<file path="src/rtl/signed_mac_accumulator_if.sv">
// Purpose: sample-in / frame-result-out bundle for the signed MAC accumulator.
// Latency: none (wires only).
// Backpressure: in_valid/in_ready on the sample side, out_valid/out_ready on the result side.
interface signed_mac_accumulator_if #(
    parameter int A_SIZE   = 8,
    parameter int B_SIZE   = 8,
    parameter int ACC_SIZE = 16
);
    logic                       in_valid;
    logic                       in_ready;
    logic                       in_last;
    logic signed [A_SIZE-1:0]   a;
    logic signed [B_SIZE-1:0]   b;
    logic                       out_valid;
    logic                       out_ready;
    logic signed [ACC_SIZE-1:0] out;
    logic                       out_sat;

    // Producer of samples and consumer of results.
    modport master (
        output in_valid, in_last, a, b, out_ready,
        input  in_ready, out_valid, out, out_sat
    );

    // The accumulator itself.
    modport slave (
        input  in_valid, in_last, a, b, out_ready,
        output in_ready, out_valid, out, out_sat
    );
endinterface

</file>
<file path="src/rtl/signed_mac_accumulator.sv">
// Purpose: per-frame saturating sum of (a*b)>>>OFFSET terms with a sticky saturation flag.
// Latency: result valid two edges after the edge that accepts the last sample.
// Backpressure: in_ready drops from the last accept until the held result is taken by out_ready.
module signed_mac_accumulator #(
    parameter int A_SIZE   = 8,
    parameter int B_SIZE   = 8,
    parameter int OFFSET   = 0,
    parameter int ACC_SIZE = 16
) (
    input logic                    clk,
    input logic                    rst,
    signed_mac_accumulator_if.slave bus
);
    // Product width and a working width wide enough to hold either the product or the
    // accumulator range plus a sign guard bit, so clamp comparisons never overflow.
    localparam int PW = A_SIZE + B_SIZE;
    localparam int WW = ((PW > ACC_SIZE) ? PW : ACC_SIZE) + 1;

    localparam logic signed [WW-1:0] TERM_MAX = {{(WW-ACC_SIZE+1){1'b0}}, {(ACC_SIZE-1){1'b1}}};
    localparam logic signed [WW-1:0] TERM_MIN = {{(WW-ACC_SIZE+1){1'b1}}, {(ACC_SIZE-1){1'b0}}};
    localparam logic [ACC_SIZE-1:0]  ACC_MAX  = {1'b0, {(ACC_SIZE-1){1'b1}}};
    localparam logic [ACC_SIZE-1:0]  ACC_MIN  = {1'b1, {(ACC_SIZE-1){1'b0}}};

    typedef enum logic [1:0] {
        RUN   = 2'd0,
        DRAIN = 2'd1,
        HOLD  = 2'd2
    } state_t;

    // Stage-1 payload: clamped term plus its control bits.
    typedef struct packed {
        logic                vld;
        logic                last;
        logic                tsat;
        logic [ACC_SIZE-1:0] term;
    } s1_t;

    state_t state, state_nxt;
    logic   in_ready_c;
    logic   out_valid_c;
    logic   accept;

    // Stage 0: registered operands
    logic                     s0_vld;
    logic                     s0_last;
    logic signed [A_SIZE-1:0] s0_a;
    logic signed [B_SIZE-1:0] s0_b;

    // Stage 1 combinational product / shift / clamp
    logic signed [PW-1:0]     a_ext;
    logic signed [PW-1:0]     b_ext;
    logic signed [PW-1:0]     prod;
    logic signed [PW-1:0]     prod_sh;
    logic signed [WW-1:0]     term_w;
    logic [ACC_SIZE-1:0]      term_c;
    logic                     tsat_c;
    s1_t                      s1;

    // Stage 2 accumulator
    logic signed [ACC_SIZE-1:0] acc;
    logic                       flag;
    logic [ACC_SIZE:0]          sum_w;
    logic [ACC_SIZE-1:0]        sum_c;
    logic                       asat_c;
    logic                       frame_sat_c;
    logic signed [ACC_SIZE-1:0] out_r;
    logic                       out_sat_r;

    // Only RUN takes samples, so acceptance follows directly from the state.
    assign accept = bus.in_valid && (state == RUN);

    // Capture the operands of an accepted sample.
    always_ff @(posedge clk) begin
        if (rst) begin
            s0_vld  <= 1'b0;
            s0_last <= 1'b0;
            s0_a    <= '0;
            s0_b    <= '0;
        end else begin
            s0_vld  <= accept;
            s0_last <= accept && bus.in_last;
            if (accept) begin
                s0_a <= bus.a;
                s0_b <= bus.b;
            end
        end
    end

    // Full-precision product, arithmetic shift, clamp into the accumulator range.
    always_comb begin
        a_ext   = {{B_SIZE{s0_a[A_SIZE-1]}}, s0_a};
        b_ext   = {{A_SIZE{s0_b[B_SIZE-1]}}, s0_b};
        prod    = a_ext * b_ext;
        prod_sh = prod >>> OFFSET;
        term_w  = {{(WW-PW){prod_sh[PW-1]}}, prod_sh};
        term_c  = term_w[ACC_SIZE-1:0];
        tsat_c  = 1'b0;
        if (term_w > TERM_MAX) begin
            term_c = ACC_MAX;
            tsat_c = 1'b1;
        end else if (term_w < TERM_MIN) begin
            term_c = ACC_MIN;
            tsat_c = 1'b1;
        end
    end

    // Register the clamped term and its valid/last/clamp bits.
    always_ff @(posedge clk) begin
        if (rst) begin
            s1 <= '0;
        end else begin
            s1.vld  <= s0_vld;
            s1.last <= s0_last;
            s1.tsat <= s0_vld && tsat_c;
            s1.term <= term_c;
        end
    end

    // One guard bit detects overflow of acc+term; clamp toward the overflow direction.
    always_comb begin
        sum_w  = {acc[ACC_SIZE-1], acc} + {s1.term[ACC_SIZE-1], s1.term};
        sum_c  = sum_w[ACC_SIZE-1:0];
        asat_c = 1'b0;
        if (sum_w[ACC_SIZE] != sum_w[ACC_SIZE-1]) begin
            asat_c = 1'b1;
            sum_c  = sum_w[ACC_SIZE] ? ACC_MIN : ACC_MAX;
        end
        frame_sat_c = flag | s1.tsat | asat_c;
    end

    // Accumulate; on the last term publish the result and restart from zero.
    always_ff @(posedge clk) begin
        if (rst) begin
            acc       <= '0;
            flag      <= 1'b0;
            out_r     <= '0;
            out_sat_r <= 1'b0;
        end else if (s1.vld) begin
            if (s1.last) begin
                out_r     <= sum_c;
                out_sat_r <= frame_sat_c;
                acc       <= '0;
                flag      <= 1'b0;
            end else begin
                acc  <= sum_c;
                flag <= frame_sat_c;
            end
        end
    end

    // Frame-control state register.
    always_ff @(posedge clk) begin
        if (rst) begin
            state <= RUN;
        end else begin
            state <= state_nxt;
        end
    end

    // Next state and handshake outputs: RUN takes samples, DRAIN waits out the
    // pipeline, HOLD presents the result until it is consumed.
    always_comb begin
        state_nxt   = state;
        in_ready_c  = 1'b0;
        out_valid_c = 1'b0;
        case (state)
            RUN: begin
                in_ready_c = 1'b1;
                if (bus.in_valid && bus.in_last) begin
                    state_nxt = DRAIN;
                end
            end
            DRAIN: begin
                if (s1.vld && s1.last) begin
                    state_nxt = HOLD;
                end
            end
            HOLD: begin
                out_valid_c = 1'b1;
                if (bus.out_ready) begin
                    state_nxt = RUN;
                end
            end
            default: begin
                state_nxt = RUN;
            end
        endcase
    end

    assign bus.in_ready  = in_ready_c;
    assign bus.out_valid = out_valid_c;
    assign bus.out       = out_r;
    assign bus.out_sat   = out_sat_r;

endmodule

</file>
<file path="src/flat_wrapper.sv">
// flat-port wrapper written by rule: the top's interface ports become plain ports
module signed_mac_accumulator_flat 
#(
    parameter int A_SIZE   = 8,
    parameter int B_SIZE   = 8,
    parameter int OFFSET   = 0,
    parameter int ACC_SIZE = 16
)
  (clk, rst, bus_in_valid, bus_in_last, bus_a, bus_b, bus_out_ready, bus_in_ready, bus_out_valid, bus_out, bus_out_sat);
  signed_mac_accumulator_if #(.A_SIZE(A_SIZE), .B_SIZE(B_SIZE), .ACC_SIZE(ACC_SIZE)) bus_i ();
  input logic clk;
  input logic rst;
  input wire logic [$bits(bus_i.in_valid)-1:0] bus_in_valid;
  input wire logic [$bits(bus_i.in_last)-1:0] bus_in_last;
  input wire logic [$bits(bus_i.a)-1:0] bus_a;
  input wire logic [$bits(bus_i.b)-1:0] bus_b;
  input wire logic [$bits(bus_i.out_ready)-1:0] bus_out_ready;
  output wire logic [$bits(bus_i.in_ready)-1:0] bus_in_ready;
  output wire logic [$bits(bus_i.out_valid)-1:0] bus_out_valid;
  output wire logic [$bits(bus_i.out)-1:0] bus_out;
  output wire logic [$bits(bus_i.out_sat)-1:0] bus_out_sat;
  assign bus_i.in_valid = bus_in_valid;
  assign bus_i.in_last = bus_in_last;
  assign bus_i.a = bus_a;
  assign bus_i.b = bus_b;
  assign bus_i.out_ready = bus_out_ready;
  assign bus_in_ready = bus_i.in_ready;
  assign bus_out_valid = bus_i.out_valid;
  assign bus_out = bus_i.out;
  assign bus_out_sat = bus_i.out_sat;
  signed_mac_accumulator #(.A_SIZE(A_SIZE), .B_SIZE(B_SIZE), .OFFSET(OFFSET), .ACC_SIZE(ACC_SIZE)) u_core (.clk(clk), .rst(rst), .bus(bus_i));
endmodule
</file>
<file path="config.mk">
export PLATFORM = sky130hd
export DESIGN_NAME = signed_mac_accumulator_flat
export DESIGN_NICKNAME = d
export VERILOG_FILES = /design/src/rtl/signed_mac_accumulator_if.sv /design/src/rtl/signed_mac_accumulator.sv /design/src/flat_wrapper.sv
export SDC_FILE = /design/constraint.sdc
export NUM_CORES = 1
export LEC_CHECK = 0
export BUFFER_PORTS_ARGS = -buffer_cell sky130_fd_sc_hd__buf_2
export CAP_MARGIN = 10
export CORE_MARGIN = 4
export CORE_UTILIZATION = 50
export DETAILED_ROUTE_END_ITERATION = 8
export GPL_TIMING_DRIVEN = 1
export PLACE_DENSITY = 0.68
export SLEW_MARGIN = 40
export SYNTH_ARGS = -nofsm -noshare
export SYNTH_HDL_FRONTEND = slang
export SYNTH_SLANG_ARGS = --single-unit
</file>
<file path="constraint.sdc">
create_clock -name clk -period 5.7 [get_ports clk]
set_input_delay 1.14 -clock clk [delete_from_list [all_inputs] [get_ports clk]]
set_output_delay 1.14 -clock clk [all_outputs]
set_load 0.05 [all_outputs]
</file>
== Word level (Yosys, flattened, before mapping) ==
Index checks and enable logic that the tools add are counted.

* Multiply operators: 1
* Bitwise operators: 2
* Mux-type cells: 15
* Div/mod/pow operators: 0
* Shift-type cells: 0
* $lt $le $gt $ge: 2
* Equality and inequality tests: 6
* Reductions and logical operators: 9
* $add $sub $neg: 1

{| class="wikitable"
|+ Operator list
! cell !! number
|-
| $mux W16 || 4
|-
| $add A16 B16 Y17 || 1
|-
| $gt A16 B16 Y1 const B || 1
|-
| $lt A16 B16 Y1 const B || 1
|-
| $mul A8 B8 Y16 || 1
|-
| $mux W15 || 1
|-
| $mux W1 || 6
|-
| $mux W2 || 3
|-
| $pmux W2 S3 || 1
|-
| $logic_and A1 B1 Y1 || 5
|-
| $ne A2 B2 Y1 const B || 2
|-
| $reduce_and A3 Y1 || 1
|-
| $eq A2 B1 Y1 const B || 1
|-
| $eq A2 B2 Y1 const B || 1
|-
| $logic_not A2 Y1 || 1
|-
| $ne A2 B1 Y1 const B || 1
|-
| $or A1 B1 Y1 || 2
|-
| $reduce_and A2 Y1 || 1
|-
| $reduce_or A2 Y1 || 1
|-
| $ne A1 B1 Y1 || 1
|}

* Latch bits: 0
* RAM bits: 0
* Logic and storage cells: 50
* Memories kept: 0
* Flip-flop bits (word level): 73
* Input port bits: 21
* Memory bits (read-only): 0
* Output and inout port bits: 19

== Longest topological paths before layout ==
* Depth in word-level cells: 5
* Gate-level depth with buffers: 18
* Mapped depth without buffers: 17

== Worst setup path after synthesis ==
Ideal clock, no wire load.

* Kind: reg-to-reg
* Start: register u_core.s0_b[4]
* End: register u_core.s1[14] (netlist bit)
* Clock period less this slack: 4.552 ns
* Library setup time: 0.121 ns
* Path slack: 1.148 ns
* Cell stages (with the launch flop): 18
* Data required time: 5.579 ns
* Buffers on the path: 1
* Arrival: 4.431 ns
* Cells stage by stage: dfxtp_1 clkbuf_1 and2_1 fa_1 inv_1 fa_1 inv_1 fa_1 inv_1 fa_1 inv_1 ha_1 a21oi_1 nor2b_1 o21a_1 o41a_1 a31oi_1 mux2_2

* Longest elaborated chain between the ends: 4
* Elaborated cells between the ends (all ways): 5
* Those cells by class: 1 x mul; 2 x order compare; 2 x mux

{| class="wikitable"
|+ Ends and longest elaborated chain
! element !! line !! source
|-
| start: declaration || signed_mac_accumulator.sv:47 || <nowiki>logic signed [B_SIZE-1:0] s0_b;</nowiki>
|-
| start signal: assignment || signed_mac_accumulator.sv:84 || <nowiki>s0_b <= bus.b;</nowiki>
|-
| $mul A8 B8 Y16 (*) || signed_mac_accumulator.sv:93 || <nowiki>prod = a_ext * b_ext;</nowiki>
|-
| $lt A16 B16 Y1 || signed_mac_accumulator.sv:101 || <nowiki>end else if (term_w < TERM_MIN) begin</nowiki>
|-
| $mux W16 || signed_mac_accumulator.sv:101 ||
|-
| $mux W15 (*) || signed_mac_accumulator.sv:98 || <nowiki>if (term_w > TERM_MAX) begin</nowiki>
|-
| end: declaration || signed_mac_accumulator.sv:57 || <nowiki>s1_t s1;</nowiki>
|}

Mark *: on every way between the ends. The rest lies on a longest branch, timed or not.
A chain may end at the register's enable or synchronous reset.

== Final worst setup path ==
* Start: register u_core.s0_b[7]
* End: register u_core.s1[14] (netlist bit)

The elaborated chain is that of the path after synthesis.

==> flow_metrics.tcl <==
set metrics [dict create \
    status "finished clean" \
    critPathBufInv 3 \
    required_ns 5.94 \
    critical_path.startpoint "u_core.s0_b[7]$_SDFFE_PP0P_" \
    min_to "u_core.s1[17]$_SDFF_PP0_" \
    cts_tree "yes" \
    grt_overflow 0 \
    syn-num-nets 775 \
    dieArea_um2 13400 \
    ys.flop_type "dfxtp_1" \
    final-instance-count-excl-fill 827 \
    leakagePower_nw 3.00 \
    postCtsSetupRepairBufs 0 \
    dp.cells 813 \
    hpwlAfterDp_mm 9.72 \
    cp_slowest_cell "fa_1" \
    critical_path_depth 15 \
    ys_warn_count 0 \
    synth-compound-area-share_pct 14.9 \
    vdd_ir_drop_max_mv 0.159 \
    yosys.area.top_type "dfxtp_1" \
    synth_top_family_by_area "adder cells" \
    cpLargestDelayFamily "adder cells" \
    swShare_pct 28.5 \
    cts_max_level 3 \
    numCtsBuffers 9 \
    place_congestion 0.869 \
    clkTransAtPathRegs_ns 0.06 \
    slowest_delay_ns 0.55 \
    grt_max_degree 46 \
    r2r_setup_slack_ns 0.93 \
    synth_cells 653 \
    core_region_area_um2 11400 \
    clkPwrFrac_pct 42.5 \
    rr_endpoint "u_core.s1[14]$_SDFF_PP0_" \
    fmax_mhz 210 \
    drv_slew 0 \
    synthArstFlopShare_pct 0 \
    synthTopCellsByCount "91 x inv_1, 73 x dfxtp_1, 67 x nand2_1" \
    crit_fanout 10 \
    ys_seq_area_share_pct 25.2 \
    cts_resized 0 \
    seq_power_share_pct 38.6 \
    min_period_over_period_pct 83.6 \
    synth.avg_cell_area_um2 8.88 \
    critical_path_class "reg2reg" \
    power_density_nw_per_um2 227 \
    worst-slew-pin-transition_ns 0.677 \
    seq_area_um2 1460 \
    hold_depth 1 \
    p_sw_w 0.000413 \
    drc_errors 0 \
    synth.most_common_cell "inv_1" \
    num_vias 4471 \
    muxShareOfSynthArea_pct 0.388 \
    cpMostUsedCell "fa_1" \
    yosys.area_share.simple_pct 16.6 \
    cp_cell_sequence "nand2b_1 > fa_1 > fa_1 > inv_1 > fa_1 > inv_1 > fa_1 > inv_1 > ha_1 > a21oi_1 > nor2b_1 > o21a_1 > o41a_1 > a31oi_1 > mux2_2" \
    min_path_type "reg2reg" \
    end_kind "flip-flop" \
    grt_pass1_vias 4399 \
    die_h_um 116 \
    drtAntennaViolNets 0 \
    fin_worst_skew_ns 0.00525 \
    nets 803 \
    synthAdderAreaFrac_pct 30.7 \
    num_antenna_cells 0 \
    rows 39 \
    finalCriticalPeriod_ns 4.77 \
    grt_pass1_wl_mm 21.1 \
    rr_startpoint "u_core.s0_b[7]$_SDFFE_PP0P_" \
    max_slew_margin_pct 54.8 \
    tns_ns 0 \
    boundaryPins 40 \
    avgRoutedWirePerCell_um 14.8 \
    grt_usage_pct 20.1 \
    clock-sinks 73 \
    maxCapViolCount 0 \
    yosys.area_share.xor_xnor_pct 4.55 \
    cts_root_buffer "clkbuf_16" \
    postRouteWirelength_mm 12.3 \
    synth_top_area_share_pct 25.2 \
    ys_types 65 \
    clock_latency_ns 0.34 \
    r2r_cells 15 \
    p_int_w 0.00104 \
    portBuffers 39 \
    die_x_um 116 \
    crit_path_start_kind "flip-flop" \
    drive_gt1_share_pct 11.0 \
    hp-start "u_core.s0_last$_SDFF_PP0_" \
    synth.top_cells.by_area "dfxtp_1 25%, fa_1 19%, ha_1 9.7%, inv_1 5.9%, and2_1 4.7%" \
    drtPass1Iterations 4 \
    via_per_inst 5.41 \
    drt_iter0_markers 247 \
    syn_to_final_growth_pct 10.4 \
    arrival_ns 5.00 \
    synth-edff-count 0 \
    initial_utilization_pct 51.0 \
    synth_area_um2 5800 \
    pwr-share-comb_pct 19.0 \
    multi_input_area_um2 3900 \
    setup_viol 0 \
    n_fill_cell 1060 \
    antenna_found_initial 0 \
    hold_buffers 0 \
    clk_path_buf_depth 2 \
    synth_seq_cells 73 \
    rsz0062_at_grt "false" \
    hold_viol_final 0 \
]
-- per-layer routing --
| metal | vias up | GRT usage, % | wire length, um |
|---|---|---|---|
| li1 | 2207 | - | - |
| met1 | 2152 | 27.7 | 5610 |
| met4 | 0 | 6.88 | 207 |
| met2 | 94 | 31.8 | 5910 |
| met5 | - | 0 | 0 |
| met3 | 18 | 3.97 | 540 |
-- final cells by class --
cell class                      count  share of cell area [%]
Timing Repair Buffer               40                    3.26
Clock buffer                       10                    3.73
Sequential cell                    73                    22.8
Multi-Input combinational cell    466                    60.9
Clock inverter                      4                    1.21
Tap cell                          143                    2.79
Inverter                           91                    5.33
-- worst reg2reg max path, cell delays in order (launching register included) --
cell      delay [ns]
dfxtp_1         0.52
nand2b_1        0.14
fa_1            0.53
fa_1            0.55
inv_1           0.06
fa_1            0.53
inv_1           0.06
fa_1            0.53
inv_1           0.04
ha_1            0.33
a21oi_1         0.21
nor2b_1         0.07
o21a_1          0.18
o41a_1          0.35
a31oi_1         0.20
mux2_2          0.35
-- worst max path at each step --
stage / to / slack [ns]
after floorplan: u_core.s1[14]$_SDFF_PP0_ / 1.15
after global placement: u_core.s1[14]$_SDFF_PP0_ / 1.04
after detailed placement: u_core.s1[14]$_SDFF_PP0_ / 0.93
after CTS: u_core.s1[14]$_SDFF_PP0_ / 0.92
after global routing: u_core.s1[15]$_SDFF_PP0_ / 0.63
final: u_core.s1[14]$_SDFF_PP0_ / 0.93
-- registers in the layout, indices dropped and copies added (netlist names) --
name and flops:
u_core.s1 19, u_core.acc 16, u_core.bus.out 16, u_core.s0_a 8, u_core.s0_b 8, u_core.state 2
u_core.bus.out_sat 1, u_core.flag 1, u_core.s0_last 1, u_core.s0_vld 1
-- cells in the final DEF, fill, tap and decap left out, types with 3 or more instances in the layout --
cell type	count
clkbuf_16	9
a32o_1	8
xnor2_1	13
nand2b_1	5
maj3_2	3
maj3_1	6
o21ai_0	28
and2_1	44
a21oi_1	41
nor3_1	7
o211ai_1	3
nor2b_1	15
a31oi_1	5
nand2_1	67
or3_1	4
buf_2	38
a21o_1	8
nor2_1	34
dfxtp_1	73
inv_1	91
ha_1	45
nand3_1	4
fa_1	56
a21oi_2	3
and3_1	6
xor2_1	14
-- power by group through the flow --
stage                     clock [W]  sequential [W]  combinational (W)
after floorplan                   0        0.000560           0.000224
after global placement            0        0.000570           0.000269
after detailed placement          0        0.000571           0.000275
after CTS                  0.000628        0.000560           0.000278
after global routing       0.000648        0.000564           0.000315
final                      0.000617        0.000560           0.000275
-- cell families after synthesis --
| logic type | count (synthesis) |
|---|---|
| and+or+nand+nor | 196 |
| AOI/OAI and AO/OA | 129 |
| buffers and inverters | 114 |
| adders and majority gates | 110 |
| DFF | 73 |
| xor gates and xnor gates | 28 |
| muxes | 2 |
| other | 1 |
-- per-stage QoR --
stage	total power, W	util (%)	hold WS, ns	setup slack [ns]	instance area (um2)
6_report	0.00145	56.3	0.439	0.934	6410
5_1_grt	0.00153	56.3	0.470	0.631	6410
4_1_cts	0.00147	56.3	0.441	0.919	6400
3_5_place_dp	0.000846	53.5	0.428	0.934	6090
3_3_place_gp	0.000839	53.4	0.420	1.04	6070
2_1_floorplan	0.000784	-	0.414	1.15	5800
(Power assumes the default switching activity.)
